==> src/rtl/mem_burst_master.sv <==
// mem_burst_master: accepts single/burst read and write requests on a simple
// request/handshake interface and turns them into fixed-address burst cycles on
// a pipelined memory port (the memory advances the word address internally).
//
// Ports:
//   clock, reset_n            rising-edge clock, synchronous active-low reset
//   req_valid/req_ready       request handshake; req_addr, req_wr, req_size
//   wdata/wdata_valid/ready   write word stream (one word per accepted cycle)
//   rdata/valid/last          read word stream, no backpressure
//   done, err                 one-cycle completion / rejection pulses
//   mem_*                     memory command, write data, read data and busy
module mem_burst_master #(
  parameter int unsigned RD_LAT    = 2,
  parameter logic [31:0] MEM_BASE  = 32'h8002_0000,
  parameter logic [31:0] MEM_BYTES = 32'h0010_0000
) (
  input  logic        clock,
  input  logic        reset_n,
  input  logic        req_valid,
  output logic        req_ready,
  input  logic [31:0] req_addr,
  input  logic        req_wr,
  input  logic [1:0]  req_size,
  input  logic [31:0] wdata,
  input  logic        wdata_valid,
  output logic        wdata_ready,
  output logic [31:0] rdata,
  output logic        rdata_valid,
  output logic        rdata_last,
  output logic        done,
  output logic        err,
  output logic [31:0] mem_addr,
  output logic [31:0] mem_data_in,
  input  logic [31:0] mem_data_out,
  output logic [1:0]  mem_acc_size,
  output logic        mem_wren,
  output logic        mem_enable,
  input  logic        mem_busy
);

  typedef enum logic [2:0] {IDLE, WFILL, WAIT_MEM, WBURST, RCMD, RDATA, FIN} state_t;

  localparam logic [7:0] LAT = 8'(RD_LAT);

  function automatic logic [4:0] burst_len(input logic [1:0] sz);
    case (sz)
      2'b00:   return 5'd1;
      2'b01:   return 5'd4;
      2'b10:   return 5'd8;
      default: return 5'd16;
    endcase
  endfunction

  state_t      state, state_n;
  logic [31:0] addr_q;
  logic [1:0]  size_q;
  logic        wr_q;
  logic [4:0]  cnt;
  logic [7:0]  lat_cnt;
  logic        rd_drain;
  logic [31:0] data_hold;
  logic [31:0] wbuf [16];

  logic [4:0]  req_len;
  logic [32:0] req_end;
  logic [32:0] win_end;
  logic        addr_ok;
  logic [4:0]  n_last;
  logic        rd_window;
  logic        sample;
  logic        last_word;

  // 33-bit sums so a burst ending exactly at the top of the 4 GiB space still compares correctly
  assign req_len   = burst_len(req_size);
  assign req_end   = {1'b0, req_addr} + {26'b0, req_len, 2'b00};
  assign win_end   = {1'b0, MEM_BASE} + {1'b0, MEM_BYTES};
  assign addr_ok   = (req_addr[1:0] == 2'b00) && (req_addr >= MEM_BASE) && (req_end <= win_end);

  assign n_last    = burst_len(size_q) - 5'd1;
  // rd_drain marks the single cycle after the last sample, where rdata_last is shown
  // and the memory command is already released
  assign rd_window = (state == RCMD) || ((state == RDATA) && !rd_drain);
  assign sample    = rd_window && (lat_cnt >= LAT);
  assign last_word = (cnt == n_last);

  assign req_ready    = (state == IDLE);
  assign wdata_ready  = (state == WFILL);
  assign done         = (state == FIN);
  assign mem_enable   = (state == WBURST) || rd_window;
  assign mem_wren     = (state == WBURST);
  assign mem_addr     = addr_q;
  assign mem_acc_size = size_q;
  assign mem_data_in  = (state == WBURST) ? wbuf[cnt[3:0]] : data_hold;

  always_ff @(posedge clock) begin
    if (!reset_n) state <= IDLE;
    else          state <= state_n;
  end

  always_comb begin
    state_n = state;
    case (state)
      IDLE:     if (req_valid) state_n = !addr_ok ? IDLE : (req_wr ? WFILL : WAIT_MEM);
      WFILL:    if (wdata_valid && last_word) state_n = WAIT_MEM;
      WAIT_MEM: if (!mem_busy) state_n = wr_q ? WBURST : RCMD;
      WBURST:   if (last_word) state_n = FIN;
      RCMD:     state_n = RDATA;
      RDATA:    if (rd_drain) state_n = FIN;
      FIN:      state_n = IDLE;
      default:  state_n = IDLE;
    endcase
  end

  always_ff @(posedge clock) begin
    if (state == WFILL && wdata_valid) wbuf[cnt[3:0]] <= wdata;
  end

  always_ff @(posedge clock) begin
    if (!reset_n) begin
      addr_q      <= '0;
      size_q      <= '0;
      wr_q        <= 1'b0;
      cnt         <= '0;
      lat_cnt     <= '0;
      rd_drain    <= 1'b0;
      data_hold   <= '0;
      rdata       <= '0;
      rdata_valid <= 1'b0;
      rdata_last  <= 1'b0;
      err         <= 1'b0;
    end else begin
      err         <= 1'b0;
      rdata_valid <= 1'b0;
      rdata_last  <= 1'b0;
      case (state)
        IDLE: begin
          cnt <= '0;
          if (req_valid) begin
            addr_q <= req_addr;
            wr_q   <= req_wr;
            size_q <= req_size;
            err    <= !addr_ok;
          end
        end
        WFILL: if (wdata_valid) cnt <= cnt + 5'd1;
        WAIT_MEM: begin
          cnt      <= '0;
          lat_cnt  <= '0;
          rd_drain <= 1'b0;
        end
        WBURST: begin
          data_hold <= wbuf[cnt[3:0]];
          cnt       <= cnt + 5'd1;
        end
        RCMD, RDATA: begin
          if (lat_cnt < LAT) lat_cnt <= lat_cnt + 8'd1;
          if (sample) begin
            rdata       <= mem_data_out;
            rdata_valid <= 1'b1;
            rdata_last  <= last_word;
            cnt         <= cnt + 5'd1;
            if (last_word) rd_drain <= 1'b1;
          end
        end
        default: ;
      endcase
    end
  end

endmodule

==> config.mk <==
export PLATFORM = sky130hd
export DESIGN_NAME = mem_burst_master
export DESIGN_NICKNAME = d
export VERILOG_FILES = /design/src/rtl/mem_burst_master.sv
export SDC_FILE = /design/constraint.sdc
export NUM_CORES = 1
export LEC_CHECK = 0
export BUFFER_PORTS_ARGS = -buffer_cell sky130_fd_sc_hd__buf_4
export CORE_ASPECT_RATIO = 1.75
export CORE_UTILIZATION = 50
export DETAILED_ROUTE_END_ITERATION = 8
export PLACE_DENSITY = 0.69
export SLEW_MARGIN = 15
export SYNTH_ARGS = -nofsm -noshare
export SYNTH_HDL_FRONTEND = slang
export SYNTH_SLANG_ARGS = --single-unit
==> constraint.sdc <==
create_clock -name clock -period 6.34 [get_ports clock]
set_input_delay 0.634 -clock clock [delete_from_list [all_inputs] [get_ports clock]]
set_output_delay 0.634 -clock clock [all_outputs]
set_load 0.005 [all_outputs]
# Word level (Yosys, flattened, before mapping)
# Memory sizes are Yosys's and may differ from the RTL's. A register that Yosys moved wholly into a read port is not among the register bits.
# Cells that the tools add are included.
[totals]
regBits = 119
mem_bits_rw = 512
in_bits = 104
out_inout_bits = 106
n_memories = 1
[memory_table]
columns = ["memory", "depth", "word_bits", "rd", "rd_ports_with_merged_regs", "write_ports", "line", "source"]
rows = [
  ["wbuf", 16, 32, 1, 1, 1, "62", "logic [31:0] wbuf [16];"],
]
[classes]
n_addsub = 4
n_lt_le_gt_ge = 4
n_eq_ne = 20
n_mux = 25
n_reduce_logical = 27
[op_table]
columns = ["cell", "count"]
rows = [
  ["adder 32 x 7 -> 33 bit", 1],
  ["<= comparator 33 x 32 -> 1 bit, second input constant", 1],
  [">= comparator 32 bit, second input constant", 1],
  ["2-to-1 mux 32 bit", 1],
  ["one-hot mux 5 bit (3 select lines)", 2],
  ["one-hot mux 5 bit (4 select lines)", 1],
  ["2-to-1 mux 3 bit", 6],
  ["one-hot mux 3 bit (6 select lines)", 1],
  ["one-hot mux 8 bit (2 select lines)", 1],
  ["inequality test 2 bit, second input constant", 7],
  ["AND reduction 3 bit", 4],
  ["2-to-1 mux 5 bit", 2],
  ["equality test 3 bit, second input constant", 3],
  ["adder 8 x 1 -> 8 bit, second input constant", 1],
  [">= comparator 8 x 2 -> 1 bit, second input constant", 1],
  ["< comparator 8 x 2 -> 1 bit, second input constant", 1],
  ["2-to-1 mux 4 bit", 2],
  ["2-to-1 mux 8 bit", 1],
  ["AND reduction 2 bit", 4],
  ["equality test 3 x 2 -> 1 bit, second input constant", 2],
  ["logical AND 1 bit", 6],
  ["logical NOT 2 bit", 3],
  ["adder 5 x 1 -> 5 bit, second input constant", 1],
  ["equality test 5 bit", 1],
  ["15 further kinds", 26],
]

# Depth between registers and ports, before layout
# Gate-level depths: netlist of the first run.
[depth]
ltp_word = 8
ltp_mapped = 11

# Worst setup path before layout of the first run
# OpenSTA, ideal clock, no wires.
[synth_timing]
kind = "in2reg"
from = "in wdata_valid"
to = "mem wbuf[0][0], enable pin"
setup_time_ps = 461
t_arrival_ps = 3428
required_ps = 5879
path_slack_ps = 2451
cell_stages = 4
path_buffers = 0
path_cell_list = "inv_1 > nor4_1 > nand2_1 > nor3_1"
[synth_via]
elab_chain_len = 3
[synth_rtl]
columns = ["item", "line", "source"]
rows = [
  ["from (decl)", "25", "input logic wdata_valid,"],
  ["logical AND 1 bit", "115", "if (state == WFILL && wdata_valid) wbuf[cnt[3:0]] <= wdata;"],
  ["2-to-1 mux 1 bit", "115", ""],
  ["2-to-1 mux 1 bit (implied by the code)", "115", ""],
  ["to (decl)", "62", ""],
]
# No other way between the ends.

==> run metrics, run 1 <==
CTS Buffer Depth=3; CP endpoint kind=primary output; post-cts sizing count=0; number of nets with antenna violations after routing=0; post-CTS setup buffers=0; drt via density=5.82; Max Clock Freq=229 MHz; Worst R2R Setup Slack=2.73 ns; CP startpoint kind=register; Syn Area/Cell=18.0 um^2; top cells by area, synth=edfxtp_1, mux4_2, dfxtp_1; Async S/R FF share, synth=0; post-synthesis cell area=~0.025 mm^2; Ant. Diodes=0; Initial DRC Count=~1200; P_sw=between 0.002 and 0.0025 W; maximum capacitance violations=0; Nets=around 1700; FP Rows=around 110; cell count after synthesis=1381; final setup vio count=0; Reg clk slew, reported paths=0.07 ns; Synth Flop Type=edfxtp_1; CTS Root Cell=clkbuf_16; CTS tree=yes; Die H=roughly 300 um; Clock Power Share=0.359; Worst EP required=between 5 and 6 ns; DR WL/cell=23.8 um; CTS Hold Bufs=0; layout cell share with drive strength beyond 1=0.334; DRC=0; number of I/O port buffers=roughly 210; Lkg Pwr=about 9.6 nW; Synthesized Nets=roughly 1500; Seq pwr share=0.505; RSZ-0062 raised after global routing=no; minimum clock period=4.36 ns; dominant cell type by area after synthesis=edfxtp_1; core box area=0.0489 mm^2; Initial Util=0.509; Peak supply drop=between 0.2 and 0.25 mV; Cell Int Power=a little over 0.007 W; Fin. Hold Viols=0; CP arrival=between 3 and 4 ns; Die W=around 170 um; Fin Setup TNS=0 ns; fillcell total=3629; Detailed Place HPWL=29600 um; kind of critical path=register to primary output; hold_ws=~0.30 ns; Seq/Total Area, Yosys=0.717; final worst path period share=0.688; largest net degree at the start of global routing=approximately 130; TritonCTS Sinks=between 600 and 700; routability congestion estimate from global placement=0.851; Worst Clk Skew=0.0187 ns; #FFs+latches synth=635; class of the worst hold path=input port to register; Layout area overhead=17.0%; Clk Latency, worst-skew pair=about 0.60 ns; first-pass GRT wire length=a little over 80000 um; initial antenna violation count=3; vias in the first global route=13600; worst relative slew slack=0.238; Comb pwr share=0.136; switch share=0.233; worst-path maximum fanout=43; number of enable flip-flop cells after synthesis=approximately 510; power density over the cells=roughly 320 mW/mm^2; status=complete, no violations; first-pass detailed-route iteration total=5; final WL=between 50000 and 60000 um; Worst-Margin Slew=roughly 1.1 ns; post-synth top area share=0.618; Max H-tree Level=2; YS warnings=0; Final Max Tran Viols=0; post-synthesis cell type count=65; Num CTS Buffers=54; Top Ports=between 200 and 250; vias=about 13000; gr ovfl total=0; Tot GR Track Use=0.219; die area=around 0.051 mm^2
## routing by layer
| layer | wire [um] | vias up | GRT usage |
|---|---|---|---|
| li1 | - | 5877 | - |
| met1 | 21100 | 6874 | 0.276 |
| met2 | 28500 | 514 | 0.384 |
| met3 | 3760 | 96 | 0.0350 |
| met4 | 1360 | 4 | 0.0650 |
| met5 | 22 | - | 0 |
## layout make-up
class,instances,area (um^2),share of cell area
tap,654,818,0.0281
clock buffer,65,1410,0.0486
inverter,11,41.3,0.00142
multi-input combinational,663,6830,0.235
sequential,635,17800,0.613
timing repair buffer,233,1770,0.0609
clock inverter,36,385,0.0132
## state kept, by name, summed over array words and instances, names as in the netlist, 2 cells and up, named ones only
register	flops
cnt	5
data_hold	32
wbuf	512
mem_acc_size	2
state	3
mem_addr	32
rdata	32
lat_cnt	8
## cell families after synthesis
group,Yosys count,share of synthesized area
flops,635,0.717
simple gates,312,0.0604
mux,197,0.161
compound gates,131,0.0382
buf+inv,83,0.0136
xor+xnor,12,0.00422
fa+ha+maj,11,0.00553
## path summary, 6_finish.rpt
kind | startpoint | to | depth (start not counted)
setup / recovery | register | mem_data_in[26] | 5
hold / removal | mem_data_out[0] | rdata[0] | 3
setup reg to reg | state[0] | wbuf[0][26] | 5
hold reg to reg | lat_cnt[5] | lat_cnt[5] | 2
## critical path, stage by stage (launching register included)
cell	delay (ns)
dfxtp_4	0.94
buf_4	0.68
mux4_2	0.59
mux4_2	0.48
mux2_2	0.29
buf_4	0.14
## cell usage after synthesis (all sizes together) (12+ instances only)
cell type	count
nand4	12
a21boi	69
and2	37
dfxtp	123
o21ai	15
nor3	18
clkbuf	51
mux4	160
nor2	41
nand2	151
buf	21
mux2	33
edfxtp	512
## placed cells by master, fill, tap and decap left out, drive strengths merged, types with 3 or more instances in the layout
cell	Yosys	routed
a211o	3	3
nor4	8	8
bufinv	0	7
xor2	6	6
o22ai	3	3
xnor2	6	6
a21boi	69	69
nor2b	7	7
or2	4	4
clkinvlp	0	8
and3	7	7
o21ai	15	15
buf	21	233
nor2	41	41
inv	11	11
o21a	3	3
nand2	151	151
a31o	3	3
and2	37	37
mux2i	4	4
a31oi	6	6
mux2	33	33
a21oi	10	10
clkbuf	51	65
clkinv	0	21
nand2b	4	4
ha	11	11
nor3	18	18
mux4	160	160
edfxtp	512	512
dfxtp	123	123
or3	6	6
nand4	12	12
nand3	11	11
## metrics by stage
step | setup WS [ns] | cells | cell area [um^2] | power [W] | util
6_report | 1.98 | 2297 | 29100 | 0.00933 | 0.596
2_1_floorplan | 2.45 | 1381 | 24900 | 0.00565 | -
5_1_grt | 1.71 | 2297 | 29100 | 0.00967 | 0.596
3_3_place_gp | 2.47 | 2196 | 27300 | 0.00607 | 0.559
3_5_place_dp | 2.48 | 2196 | 27300 | 0.00609 | 0.559
4_1_cts | 1.83 | 2297 | 29100 | 0.00942 | 0.596
## power by group through the flow
| stage | combinational [W] | sequential, W | clock [W] |
|---|---|---|---|
| after floorplan | 0.000916 | 0.00474 | 0 |
| after global placement | 0.00126 | 0.00481 | 0 |
| after detailed placement | 0.00128 | 0.00481 | 0 |
| after CTS | 0.00129 | 0.00472 | 0.00342 |
| after global routing | 0.00138 | 0.00473 | 0.00355 |
| final | 0.00127 | 0.00471 | 0.00335 |
(Power assumes the default switching activity.)
==> run 2: changes to the inputs <==
Settings changed: ABC_AREA from default to 1, PLACE_DENSITY 0.69 to 0.71.
Clock period 6.34 ns to 3.6 ns, I/O delays scaled along.
==> run 2 against run 1 <==
Compared with the run above:
- die area up 3.1%
- largest power group unchanged
- hold slack worse by 0.28 ns
- non-clock buffer count up 52
- combinational power down 56%
- critical endpoint is now mem_data_in[28]
- critical path type unchanged
- total power up 52%
- clock power up 70%
- synthesized cell count up 65%
- first-iteration DRC count up 46%
- sequential share of layout area down 2.0 points
==> run metrics, run 2 <==
CP arrival=2.98 ns (was 3.72 ns); fillcell total=3964 (was 3629); Inst Count DP=3076 (was 2196); Fin Setup TNS=0 ns (unchanged); Synth top cells by count=edfxtp_1, nor2_1, o21ai_0 (was edfxtp_1, mux4_2, nand2_1); Worst Clk Skew=0.0164 ns (was 0.0187 ns); Lkg Pwr=10.8 nW (was 9.55 nW); TritonCTS Sinks=635 (unchanged); WP buf/inv=2 (unchanged); Crit Reg-Reg Endpoint=wbuf[5][6] (was wbuf[0][26]); Synthesized Nets=2399 (was 1496); worst relative slew slack=0.309 (was 0.238); post-synthesis cell area=0.0257 mm^2 (was 0.0249 mm^2); routability congestion estimate from global placement=0.917 (was 0.851); die area=0.0523 mm^2 (was 0.0507 mm^2); dominant cell type by area after synthesis=edfxtp_1 (unchanged); status=complete, no violations (unchanged); initial antenna violation count=0 (was 3); number of flip-flops in the largest register=512 (unchanged); RSZ-0062 raised after global routing=no (unchanged); CP endpoint kind=primary output (unchanged); final setup vio count=0 (unchanged); Worst-Margin Slew=1.04 ns (was 1.14 ns); number of I/O port buffers=209 (unchanged); cell area after layout=0.0301 mm^2 (was 0.0291 mm^2); power density over the cells=472 mW/mm^2 (was 321 mW/mm^2); kind of critical path=register to primary output (unchanged); Clk Latency, worst-skew pair=0.59 ns (was 0.60 ns); Nets=2602 (was 1713); maximum capacitance violations=0 (unchanged); Ant. Diodes=0 (unchanged); largest net degree at the start of global routing=113 (was 129); number of enable flip-flop cells after synthesis=512 (unchanged); Worst R2R Setup Slack=0.85 ns (was 2.73 ns); first-pass GRT wire length=106000 um (was 82000 um); slowest CP cell=dfxtp_4 (unchanged); Num CTS Buffers=55 (was 54); Max H-tree Level=2 (unchanged); commonest non-fill, non-tap cell in the layout=edfxtp_1 (unchanged); core box area=0.0506 mm^2 (was 0.0489 mm^2); YS warnings=0 (unchanged); CTS Buffer Depth=3 (unchanged); most frequent cells in the layout=edfxtp_1, nor2_1, o21ai_0 (was edfxtp_1, buf_4, mux4_2); final worst path period share=0.929; hold depth=3 (unchanged); post-CTS setup buffers=0 (unchanged); Die H=302 um (was 297 um); CP Cell Sequence=buf_4, o21ai_0, o221ai_1, nand3_1, o31ai_1, nand2_1, nand2_1, buf_4 (was buf_4, mux4_2, mux4_2, mux2_2, buf_4); minimum clock period=about 3.3 ns; DRC=0 (unchanged); Synth Flop Type=edfxtp_1 (unchanged); crit-path max cell delay=0.63 ns (was 0.94 ns); Initial DRC Count=1820 (was 1249); Post-DP Area=0.0282 mm^2 (was 0.0273 mm^2); Hold Path Sink=rdata[10] (was rdata[0]); hold path start=mem_data_out[10] (was mem_data_out[0]); class of the worst hold path=input port to register (unchanged); Final Max Tran Viols=0 (unchanged); CP startpoint kind=register (unchanged); layout cell share with drive strength beyond 1=0.161 (was 0.334); Tot GR Track Use=0.263 (was 0.219); CTS tree=yes (unchanged); DR WL/cell=21.7 um (was 23.8 um); #FFs+latches synth=635 (unchanged); hold_ws=0.0252 ns (was 0.304 ns); number of non-filler instances in the completed layout=3195 (was 2297); Top Ports=210 (unchanged); FP Rows=109 (was 107); most frequent cell after synthesis=edfxtp_1 (unchanged); Die W=173 um (was 171 um); post-synthesis cell type count=41 (was 65); Syn Area/Cell=11.2 um^2 (was 18.0 um^2); post-synth top area share=0.599 (was 0.618); drt via density=5.91 (was 5.82); final WL=69400 um (was 54700 um); CP top delay family=buffers and inverters (was multiplexers); Peak supply drop=0.390 mV (was 0.233 mV); CTS Root Cell=clkbuf_16 (unchanged); Worst EP required=3.24 ns (was 5.71 ns); Reg clk slew, reported paths=0.07 ns (about the same); Max Clock Freq=about 300 MHz; worst-path maximum fanout=58 (was 43); R2R depth=7 (was 5); Async S/R FF share, synth=0 (unchanged); vias in the first global route=19000 (was 13600); vias=18900 (was 13400); Layout area overhead=17.3% (was 17.0%); Seq/Total Area, Yosys=0.695 (was 0.717); gr ovfl total=0 (unchanged); number of nets with antenna violations after routing=0 (unchanged); Fin. Hold Viols=0 (unchanged); Initial Util=0.507 (was 0.509); FF-to-FF Start=state[0] (unchanged); Detailed Place HPWL=41700 um (was 29600 um); cell count after synthesis=2284 (was 1381); top cells by area, synth=edfxtp_1, dfxtp_1, nor2_1 (was edfxtp_1, mux4_2, dfxtp_1); first-pass detailed-route iteration total=6 (was 5)
==> run 2: cell types whose count changed after synthesis, moves of 92 or more <==
cell / previous run / this run
mux4_2: 160 / 0
nand2_1: 151 / 270
o21ai_0: 11 / 296
o221ai_1: 1 / 93
nor2_1: 41 / 426
nand3_1: 11 / 113
==> run 2: where the power goes <==
part | internal [W] | switching, W
Combinational | 0.000209 | 0.000344
Clock | 0.00311 | 0.00260
Sequential | 0.00794 | 0.0000189
Total | 0.0113 | 0.00296
==> run 2: worst max path at each step <==
stage | start | to | slack, ns | cells after the start
global placement | state[0] | wbuf[5][6] | 0.93 | 7
CTS | register | mem_data_in[28] | 0.22 | 8
detailed placement | register | mem_data_in[28] | 0.89 | 8
floorplan | state[1] | wbuf[0][0] | 0.72 | 6
global route | register | mem_data_in[26] | 0.07 | 8
finish | register | mem_data_in[28] | 0.26 | 8
==> run 2: layer usage <==
metal  global-route usage  vias up  wire (um)
met5                    0        -          0
met4                0.137        0       3320
met3               0.0403      207       5190
met2                0.477      892      36100
met1                0.300     9183      24800
li1                     -     8602          -
==> run 2: timing repair <==
| action | CTS | global route |
|---|---|---|
| hold endpoints to repair | 20 | 0 |
| hold buffers | 20 | 0 |
| resized for setup | 0 | 0 |
==> run 2: logic make-up (layout without fill, tap and decap cells) <==
kind of cell / after synthesis / after routing / share of synthesized area
adder cells (fa/ha/maj): 11 / 11 / 0.00536
buffers and inverters: 221 / 466 / 0.0329
flip-flops: 635 / 635 / 0.695
AND/OR/NAND/NOR: 871 / 871 / 0.140
AO/OA/AOI/OAI: 539 / 539 / 0.124
XOR/XNOR: 7 / 7 / 0.00239
==> run 2: tightest hold or removal path: cells and delay by family <==
family          cells  cell delay (ns)
compound gates      1             0.07
buf+inv             1             0.07
simple gates        1             0.08
==> run 2: layout make-up <==
| cell class | count | area, um^2 | share of cell area |
|---|---|---|---|
| Clock buffer | 73 | 1520 | 0.0504 |
| Clock inverter | 26 | 204 | 0.00677 |
| Inverter | 82 | 313 | 0.0104 |
| Multi-Input combinational cell | 1428 | 7110 | 0.236 |
| Sequential cell | 635 | 17800 | 0.593 |
| Tap cell | 666 | 833 | 0.0277 |
| Timing Repair Buffer | 285 | 2280 | 0.0756 |
==> run 2: metrics by stage <==
stage / setup WS [ns] / utilization / power (W)
after global routing: 0.0676 / 0.595 / 0.0146
after CTS: 0.225 / 0.595 / 0.0143
after floorplan: 0.722 / - / 0.00835
after global placement: 0.931 / 0.557 / 0.00863
final: 0.256 / 0.595 / 0.0142
after detailed placement: 0.891 / 0.557 / 0.00865
